==> src/rtl/ac_fan_driver.sv <==
// AC fan/compressor actuator: soft-ramped fan speed, glitch-free fan PWM and an
// anti-short-cycle compressor lockout. Soft ramp is enabled by AC_FAN_SOFT_RAMP_EN.
module ac_fan_driver #(
  parameter int PWM_PERIOD     = 100,
  parameter int RAMP_CYCLES    = 1000,
  parameter int MIN_OFF_CYCLES = 5000
) (
  input  logic       clk,
  input  logic       reset,
  input  logic [2:0] fan_speed,
  input  logic [7:0] fan_heat,
  output logic       fan_pwm,
  output logic [2:0] speed_applied,
  output logic       busy,
  output logic       compressor_on,
  output logic [7:0] setpoint_out
);

  localparam int PW      = $clog2(PWM_PERIOD + 1);
  localparam int OW      = $clog2(MIN_OFF_CYCLES) + 1;
  localparam int QUARTER = PWM_PERIOD / 4;

  typedef enum logic [1:0] {
    ST_LOCKOUT,
    ST_IDLE,
    ST_ON
  } state_e;

  logic [2:0] tgt;
  logic [2:0] speed_q, speed_d;

  assign tgt = (fan_speed > 3'd4) ? 3'd4 : fan_speed;

`ifdef AC_FAN_SOFT_RAMP_EN
  localparam int RW = $clog2(RAMP_CYCLES) + 1;

  logic [RW-1:0] ramp_cnt_q, ramp_cnt_d;
  logic          busy_q;

  // The dwell counter survives target changes; direction is picked at each step.
  always_comb begin
    // NOTE: every always_comb output gets a default first so no latch is inferred.
    speed_d    = speed_q;
    ramp_cnt_d = '0;
    if (speed_q != tgt) begin
      if (ramp_cnt_q == RW'(RAMP_CYCLES - 1)) begin
        speed_d = (tgt > speed_q) ? speed_q + 3'd1 : speed_q - 3'd1;
      end else begin
        ramp_cnt_d = ramp_cnt_q + RW'(1);
      end
    end
  end

  always_ff @(posedge clk) begin
    if (!reset) begin
      speed_q    <= '0;
      ramp_cnt_q <= '0;
      busy_q     <= 1'b0;
    end else begin
      // NOTE: sequential state uses non-blocking assignments only.
      speed_q    <= speed_d;
      ramp_cnt_q <= ramp_cnt_d;
      busy_q     <= (speed_q != tgt);
    end
  end

  assign busy = busy_q;
`else
  assign speed_d = tgt;

  always_ff @(posedge clk) begin
    if (!reset) begin
      speed_q <= '0;
    end else begin
      speed_q <= speed_d;
    end
  end

  assign busy = 1'b0;
`endif

  assign speed_applied = speed_q;

  // PWM: duty is only reloaded at the period boundary so pulses never glitch.
  logic [PW-1:0] pwm_cnt_q, duty_q;
  logic          pwm_q;
  logic          pwm_last;

  assign pwm_last = (pwm_cnt_q == PW'(PWM_PERIOD - 1));

  always_ff @(posedge clk) begin
    if (!reset) begin
      pwm_cnt_q <= '0;
      duty_q    <= '0;
      pwm_q     <= 1'b0;
    end else begin
      pwm_cnt_q <= pwm_last ? '0 : pwm_cnt_q + PW'(1);
      if (pwm_last) begin
        duty_q <= PW'(speed_q) * PW'(QUARTER);
      end
      pwm_q <= (pwm_cnt_q < duty_q);
    end
  end

  assign fan_pwm = pwm_q;

  // Compressor lockout FSM.
  state_e        state_q, state_d;
  logic [OW-1:0] off_cnt_q, off_cnt_d;
  logic [7:0]    setpoint_q, setpoint_d;
  logic          dem;

  assign dem = (speed_q != 3'd0) && (fan_heat != 8'd0);

  always_ff @(posedge clk) begin
    if (!reset) begin
      state_q   <= ST_LOCKOUT;
      off_cnt_q <= '0;
    end else begin
      state_q   <= state_d;
      off_cnt_q <= off_cnt_d;
    end
  end

  // Demand is ignored while locked out; leaving ON restarts the off timer.
  always_comb begin
    state_d   = state_q;
    off_cnt_d = '0;
    case (state_q)
      ST_LOCKOUT: begin
        if (off_cnt_q == OW'(MIN_OFF_CYCLES - 1)) begin
          state_d = ST_IDLE;
        end else begin
          off_cnt_d = off_cnt_q + OW'(1);
        end
      end
      ST_IDLE: if (dem)  state_d = ST_ON;
      ST_ON:   if (!dem) state_d = ST_LOCKOUT;
      default: state_d = ST_LOCKOUT;
    endcase
  end

  always_comb begin
    compressor_on = (state_q == ST_ON);
    setpoint_d    = (state_d == ST_ON) ? fan_heat : 8'd0;
  end

  always_ff @(posedge clk) begin
    if (!reset) begin
      setpoint_q <= '0;
    end else begin
      setpoint_q <= setpoint_d;
    end
  end

  assign setpoint_out = setpoint_q;

endmodule
==> config.mk <==
export PLATFORM = sky130hd
export DESIGN_NAME = ac_fan_driver
export DESIGN_NICKNAME = d
export VERILOG_FILES = /design/src/rtl/ac_fan_driver.sv
export SDC_FILE = /design/constraint.sdc
export NUM_CORES = 1
export LEC_CHECK = 0
export CAP_MARGIN = 0
export CORE_ASPECT_RATIO = 0.8
export CORE_MARGIN = 10
export CORE_UTILIZATION = 30
export CTS_BUF_LIST = sky130_fd_sc_hd__clkbuf_4 sky130_fd_sc_hd__clkbuf_8
export CTS_CLUSTER_DIAMETER = 120
export DETAILED_ROUTE_END_ITERATION = 7
export SLEW_MARGIN = 40
export SYNTH_ARGS = -nofsm -noshare
export SYNTH_HDL_FRONTEND = slang
export SYNTH_SLANG_ARGS = --single-unit
==> constraint.sdc <==
create_clock -name clk -period 1.56 [get_ports clk]
set_clock_uncertainty 0.2 [all_clocks]
set_input_delay 0.312 -clock clk [delete_from_list [all_inputs] [get_ports clk]]
set_output_delay 0.312 -clock clk [all_outputs]
set_load 0.05 [all_outputs]
==> results.md, run 1 <==
* Area leader, netlist: dfxtp_1
* Max Buffers Root-to-Sink at 2
* Number of synthesis warnings at 0
* Ratio of final minimum period to clock period at 0.980
* Hold wc startpoint: fan_heat[6]
* FF-to-FF End: duty_q[6]$_SDFFE_PN0P_
* Pin count of the biggest net entering global routing at 14
* DR WL/cell at 11.5 µm
* Crit path max fanout at 2
* Fill cell count at 558
* Avg Cell Area, Syn at about 9.7 µm²
* Final setup vio count at 0
* Placed instance count at 307
* Mapped cell area at 1790 µm²
* Worst EP arrival at 1.54 ns
* Fmax at about 0.65 GHz
* Leakage at about 1.1 nW
* # IOs at 27
* Combinational share of power at 0.089
* Post-Syn Instances at 184
* Number of CTS-inserted buffers at 5
* Reg clk slew, reported paths at roughly 0.080 ns
* Clock Power Share at 0.440
* Sink Count at between 40 and 50
* Reg power frac at 0.472
* Worst Hold Depth at 2
* R2r setup slk at 0.03 ns
* First-pass DRT Iterations at 4
* Count leader, synth: dfxtp_1
* Worst Hold Slack at approximately 0.12 ns
* I/O Buffers at 25
* Setup TNS at 0 ns
* Routed Antenna Nets at 0
* RSZ-0062 raised after global routing: true
* Number of remaining DRC errors at 0
* Outcome: finished, final reports clean
* Starting Density at 0.306
* Synthesized flop and latch total at just over 40
* Peak supply drop at around 0.38 mV
* Post-synth EDFFs at 0
* Synth top area share at 0.458
* CTS H-Tree Depth at 2
* Synth area leaders: dfxtp_1, ha_1, xnor2_1, nor2_1, and2_1
* CP startpoint kind: register
* Crit-path slowest cell: dfxtp_4
* GRT Total Usage at 0.0804
* Max cap viols at 0
* Layout Cells excl Fill at 319
* Worst Hold Path EP: setpoint_out[6]$_SDFF_PN0_
* Worst setup slack after layout at 0.0312 ns
* Die footprint at ~9500 µm²
* Core area at 5850 µm²
* Worst-Skew Late Latency at 0.29 ns
* Routed WL at about 3700 µm
* Hold crit path type: input pin to register
* Share of layout cells above drive strength 1 at 0.345
* Row count at 25
* Initial drt markers at 53
* CTS tree: done
* Mapped Nets at 209
* RR Startpoint: speed_applied[1]$_SDFF_PP0_
* Most frequent cells after synthesis: dfxtp_1, nor2_1, ha_1, nand2_1, xnor2_1
* Cts hold-fix bufs at 0
* Top_reg_cell synth: dfxtp_1
* HPWL Detailed at around 2700 µm
* Required time of the critical path at 1.57 ns
* Slew Viols, Final at 0
* Vias in the first global route at 1,337
* Die X at between 100 and 150 µm
* Most frequent CP cell: ha_4
* Cell Chain, Critical Path: inv_4 -> ha_4 -> inv_2 -> ha_4 -> xor2_2 -> nor2_1 -> a211oi_1
* Slowest Stage Delay on Critical Path at approximately 0.37 ns
* Reg2reg path depth at 7
* Sequential area share after synthesis at 0.458
* Nets at 262
* Crit path from: speed_applied[1]$_SDFF_PP0_
* First-pass GRT wire length at 6040 µm
* Switch Pwr at 0.000487 W
* Synth cell types at 37
* P_int at roughly 0.0018 W
* Tmin final at 1.53 ns
* CP Capture Type: register
* Final Hold Viols at 0
* Critical path class: register to register
* Asr flop ratio synth at 0
* Grt ovf at 0
* Pre-CTS setup slack at -0.386 ns
* DR vias/cell at 4.23
* Pwr dens at approximately 830 nW/µm²
* ANT cells at 0
* Detailed-route via count at 1,349
* Layout area overhead at 53.7%
* Initial antenna violation count at 0
* Final GP Congestion at 0.722
* DIE HEIGHT at 89.1 µm
* Root buf cell: clkbuf_8
* Switching Fraction at 0.212
## placed cells by master, fill, tap and decap left out, drive strengths merged
cell type,count
a21oi,4
nor2b,2
xnor2,12
dlymetal6s2s,3
nor4,5
nand2,12
and2,10
o21a,1
a21o,2
buf,37
clkbuf,5
nand4b,1
dfxtp,41
clkinv,1
nand3,5
ha,12
and4b,1
clkdlybuf4s50,9
nand4,7
nor3,6
xor2,7
bufinv,2
mux2,1
mux2i,3
nor3b,2
conb,1
a211oi,1
nor2,27
inv,12
and3,3
nor4b,2
nand2b,1
## routing by layer
layer | track usage | vias up | share of wire
met4 | 0.0331 | 0 | 0.017
met2 | 0.131 | 19 | 0.47
met5 | 0 | - | 0
met3 | 0.0317 | 6 | 0.040
li1 | - | 718 | -
met1 | 0.0934 | 606 | 0.48
## critical path: cells and delay by family, from the launching register on
kind,cells,cell delay [ns]
adder cells (fa/ha/maj),2,0.40
flip-flops,1,0.37
AO/OA/AOI/OAI,1,0.21
XOR/XNOR,1,0.14
buffers and inverters,2,0.08
AND/OR/NAND/NOR,1,0.06
## worst max-delay path by stage
| stage | endpoint | slack [ns] | cells past startpoint |
|---|---|---|---|
| after CTS | state_q[0]$_SDFF_PN0_ | 0.004 | 5 |
| after global routing | state_q[0]$_SDFF_PN0_ | -0.09 | 4 |
| after floorplan | duty_q[6]$_SDFFE_PN0P_ | -0.05 | 6 |
| after global placement | setpoint_out[4]$_SDFF_PN0_ | -0.37 | 5 |
| after detailed placement | setpoint_out[7]$_SDFF_PN0_ | -0.39 | 5 |
| final | duty_q[6]$_SDFFE_PN0P_ | 0.03 | 7 |
## power groups by stage
stage / logic (W) / clock network, W / registers, W
floorplan: 0.0000641 / 0 / 0.00112
global placement: 0.000183 / 0 / 0.00110
detailed placement: 0.000183 / 0 / 0.00110
CTS: 0.000187 / 0.00103 / 0.00108
global route: 0.000224 / 0.00108 / 0.00108
finish: 0.000203 / 0.00101 / 0.00108
## sequential cells by signal (all words and copies together), names as in the netlist
register / count
state_q: 2
duty_q: 6
setpoint_out: 8
fan_pwm: 1
pwm_cnt_q: 7
off_cnt_q: 14
speed_applied: 3
## metrics by stage
stage | instance area [µm²] | util | power, W
floorplan | 1800 | - | 0.00119
global placement | 2410 | 0.412 | 0.00129
detailed placement | 2410 | 0.412 | 0.00129
CTS | 2580 | 0.440 | 0.00230
global route | 2750 | 0.471 | 0.00239
finish | 2750 | 0.471 | 0.00229
## kinds of logic after synthesis
family | Yosys count | share of synthesized area
other | 1 | 0.00209
AND/OR/NAND/NOR | 84 | 0.274
adder cells (fa/ha/maj) | 12 | 0.0838
XOR/XNOR | 19 | 0.0929
multiplexers | 4 | 0.0230
flip-flops | 41 | 0.458
buffers and inverters | 15 | 0.0377
AO/OA/AOI/OAI | 8 | 0.0279
## timing repair
action | in CTS | in global routing
buffers inserted | 1 | 3
resized for setup | 6 | 35
gates cloned | 0 | 0
setup endpoints to repair | 25 | 32
pin swaps | 1 | 13
## cell type report
cell class / count / area, µm² / share of cell area
multi-input cells: 128 / 1040 / 0.379
flip-flops and latches: 41 / 843 / 0.306
repair buffers: 49 / 583 / 0.212
well taps: 81 / 101 / 0.0368
clock buffers: 5 / 68.8 / 0.0250
clock inverters: 3 / 65.1 / 0.0236
inverters: 12 / 47.5 / 0.0173
Note: power is estimated with default switching activity, not from simulation.
==> run 2: changes to the inputs <==
- CORE_UTILIZATION: 30 -> 40
==> run 2 against run 1 <==
- utilization up 15 points
- combinational power down 3%
- via count rose by 4.8%
- final cell count down 8.2%
- sequential power is essentially flat
- clock-buffer cell count up 3
- first-iteration DRC count down 15%
- critical endpoint unchanged
- non-clock buffer count shrank 3
- global-route usage up 3.2 points
- hold slack got worse by 0.019 ns
- sequential share of layout area up 1.2 points
==> results.md, run 2 (synthesis results as in run 1) <==
* Outcome: finished, final reports clean
* Cell Chain, Critical Path: inv_4 -> ha_4 -> inv_2 -> ha_4 -> xor2_1 -> nor2_1 -> a211oi_2
* CTS tree: done
* CP Capture Type: register
* Sink Count at 41 (unchanged)
* Reg2reg path depth at 7 (unchanged)
* Max cap viols at 0 (unchanged)
* Share of layout cells above drive strength 1 at 0.373 (+0.0283)
* Final setup vio count at 0 (unchanged)
* CP startpoint kind: register
* First-pass DRT Iterations at 4 (unchanged)
* Number of CTS-inserted buffers at 5 (unchanged)
* Grt ovf at 0 (unchanged)
* Leakage at 1.09 nW (-3.6%)
* RSZ-0062 raised after global routing: true
* Die X at 94.8 µm (-11%)
* Pin count of the biggest net entering global routing at 14 (unchanged)
* Peak supply drop at 0.551 mV (+46%)
* Critical path class: register to register
* DR vias/cell at 4.83 (+14%)
* Hold crit path type: input pin to register
* Worst Hold Slack at 0.0987 ns (-0.0195 ns)
* I/O Buffers at 25 (unchanged)
* Worst-Skew Late Latency at 0.29 ns (about the same)
* Pre-CTS setup slack at -0.329 ns (+0.0569 ns)
* Core area at 4260 µm² (-27%)
* Hold wc startpoint: fan_heat[6]
* Commonest non-fill, non-tap cell in the layout: nor2_1
* Final Hold Viols at 0 (unchanged)
* Crit-path slowest cell: dfxtp_4
* Fmax at 0.655 GHz (+0.19%)
* Worst Hold Depth at 2 (unchanged)
* # IOs at 27 (unchanged)
* RR Startpoint: speed_applied[1]$_SDFF_PP0_
* Detailed-route via count at 1,414 (+4.8%)
* Reg clk slew, reported paths at 0.08 ns (about the same)
* DIE HEIGHT at 79.9 µm (-10%)
* Starting Density at 0.421 (+0.115)
* Crit path max fanout at 2 (unchanged)
* ANT cells at 0 (unchanged)
* Layout area overhead at 48.1%
* Slowest Stage Delay on Critical Path at 0.37 ns (about the same)
* First-pass GRT wire length at 6710 µm (+11%)
* R2r setup slk at 0.03 ns (about the same)
* Routed Antenna Nets at 0 (unchanged)
* Most frequent cells in the layout: nor2_1, dfxtp_1, buf_4
* Vias in the first global route at 1,439 (+7.6%)
* Ratio of final minimum period to clock period at 0.978 (-0.00189)
* Required time of the critical path at 1.57 ns (about the same)
* GRT Total Usage at 0.112 (+0.0320)
* Routed WL at 3950 µm (+7.2%)
* Number of remaining DRC errors at 0 (unchanged)
* Cts hold-fix bufs at 0 (unchanged)
* Slew Viols, Final at 0 (unchanged)
* Core Util, Final at 0.623 (+0.153)
* Reg with most FFs: off_cnt_q
* Max reg flops at 14 (unchanged)
* HPWL Detailed at 2940 µm (+8.7%)
* Setup TNS at 0 ns (unchanged)
* Root buf cell: clkbuf_8
* Final GP Congestion at 0.756 (+4.8%)
* Nets at 260 (-0.76%)
* Max Buffers Root-to-Sink at 2 (unchanged)
* Fill cell count at 365 (-35%)
* Worst EP arrival at 1.54 ns (about the same)
* Worst Hold Path EP: setpoint_out[6]$_SDFF_PN0_
* Final Cell Area at 2650 µm² (-3.6%)
* DR WL/cell at 13.5 µm (+17%)
* Die footprint at 7570 µm² (-20%)
* CTS H-Tree Depth at 2 (unchanged)
* Placed cell area at 2380 µm² (-1.2%)
* Row count at 21 (-16%)
* Initial drt markers at 45 (-15%)
* Most frequent CP cell: ha_4
* Initial antenna violation count at 0 (unchanged)
* FF-to-FF End: duty_q[6]$_SDFFE_PN0P_
* Tmin final at 1.53 ns (-0.00296 ns)
* Pwr dens at 753 nW/µm² (-9.6%)
* Worst setup slack after layout at 0.0341 ns (+0.00296 ns)
[run 2: how the worst max path moves through the flow]
stage	from	end	slack, ns	depth (start not counted)
after floorplan	speed_applied[2]$_SDFF_PN0_	duty_q[6]$_SDFFE_PN0P_	-0.05	6
after global placement	fan_heat[1]	setpoint_out[2]$_SDFF_PN0_	-0.31	5
after detailed placement	fan_heat[1]	setpoint_out[0]$_SDFF_PN0_	-0.33	5
after CTS	off_cnt_q[4]$_SDFF_PP0_	state_q[0]$_SDFF_PN0_	0.001	4
after global routing	speed_applied[1]$_SDFF_PP0_	duty_q[6]$_SDFFE_PN0P_	-0.08	7
final	speed_applied[1]$_SDFF_PP0_	duty_q[6]$_SDFFE_PN0P_	0.03	7
[run 2: per-stage QoR]
| stage | instances | power [W] |
|---|---|---|
| 6_report | 293 | 0.00200 |
| 5_1_grt | 293 | 0.00209 |
| 4_1_cts | 291 | 0.00200 |
| 3_5_place_dp | 283 | 0.00129 |
| 3_3_place_gp | 283 | 0.00128 |
| 2_1_floorplan | 184 | 0.00119 |
[run 2: timing repair]
| action | 4_1_cts | 5_1_grt |
|---|---|---|
| gates resized for setup | 8 | 37 |
| cloned | 0 | 1 |
| buffers inserted | 0 | 1 |
| pin swaps | 1 | 12 |
| endpoints found under the setup margin | 12 | 31 |
[run 2: layout make-up]
type,count,area (µm²),share of cell area
clock buffers,8,91.3,0.0344
inverters,12,47.5,0.0179
multi-input cells,129,1040,0.392
flip-flops and latches,41,846,0.319
well taps,57,71.3,0.0269
repair buffers,46,558,0.210
[run 2: worst max-delay path: cells and delay by family, from the launching register on]
family	cells	cell delay [ns]
buffers and inverters	2	0.07
flip-flops	1	0.37
AO/OA/AOI/OAI	1	0.20
adder cells (fa/ha/maj)	2	0.39
XOR/XNOR	1	0.15
AND/OR/NAND/NOR	1	0.07
[run 2: power by group]
part	switching [W]	internal, W	total, W
Sequential	0.0000206	0.00107	0.00109
Combinational	0.0000921	0.000104	0.000196
Clock	0.000346	0.000370	0.000716
[run 2: metal layers]
metal / wire [µm] / GRT usage / vias up
li1: - / - / 717
met1: 1740 / 0.126 / 665
met2: 1900 / 0.181 / 28
met3: 258 / 0.0573 / 4
met4: 46 / 0.0358 / 0
met5: 0 / 0 / -
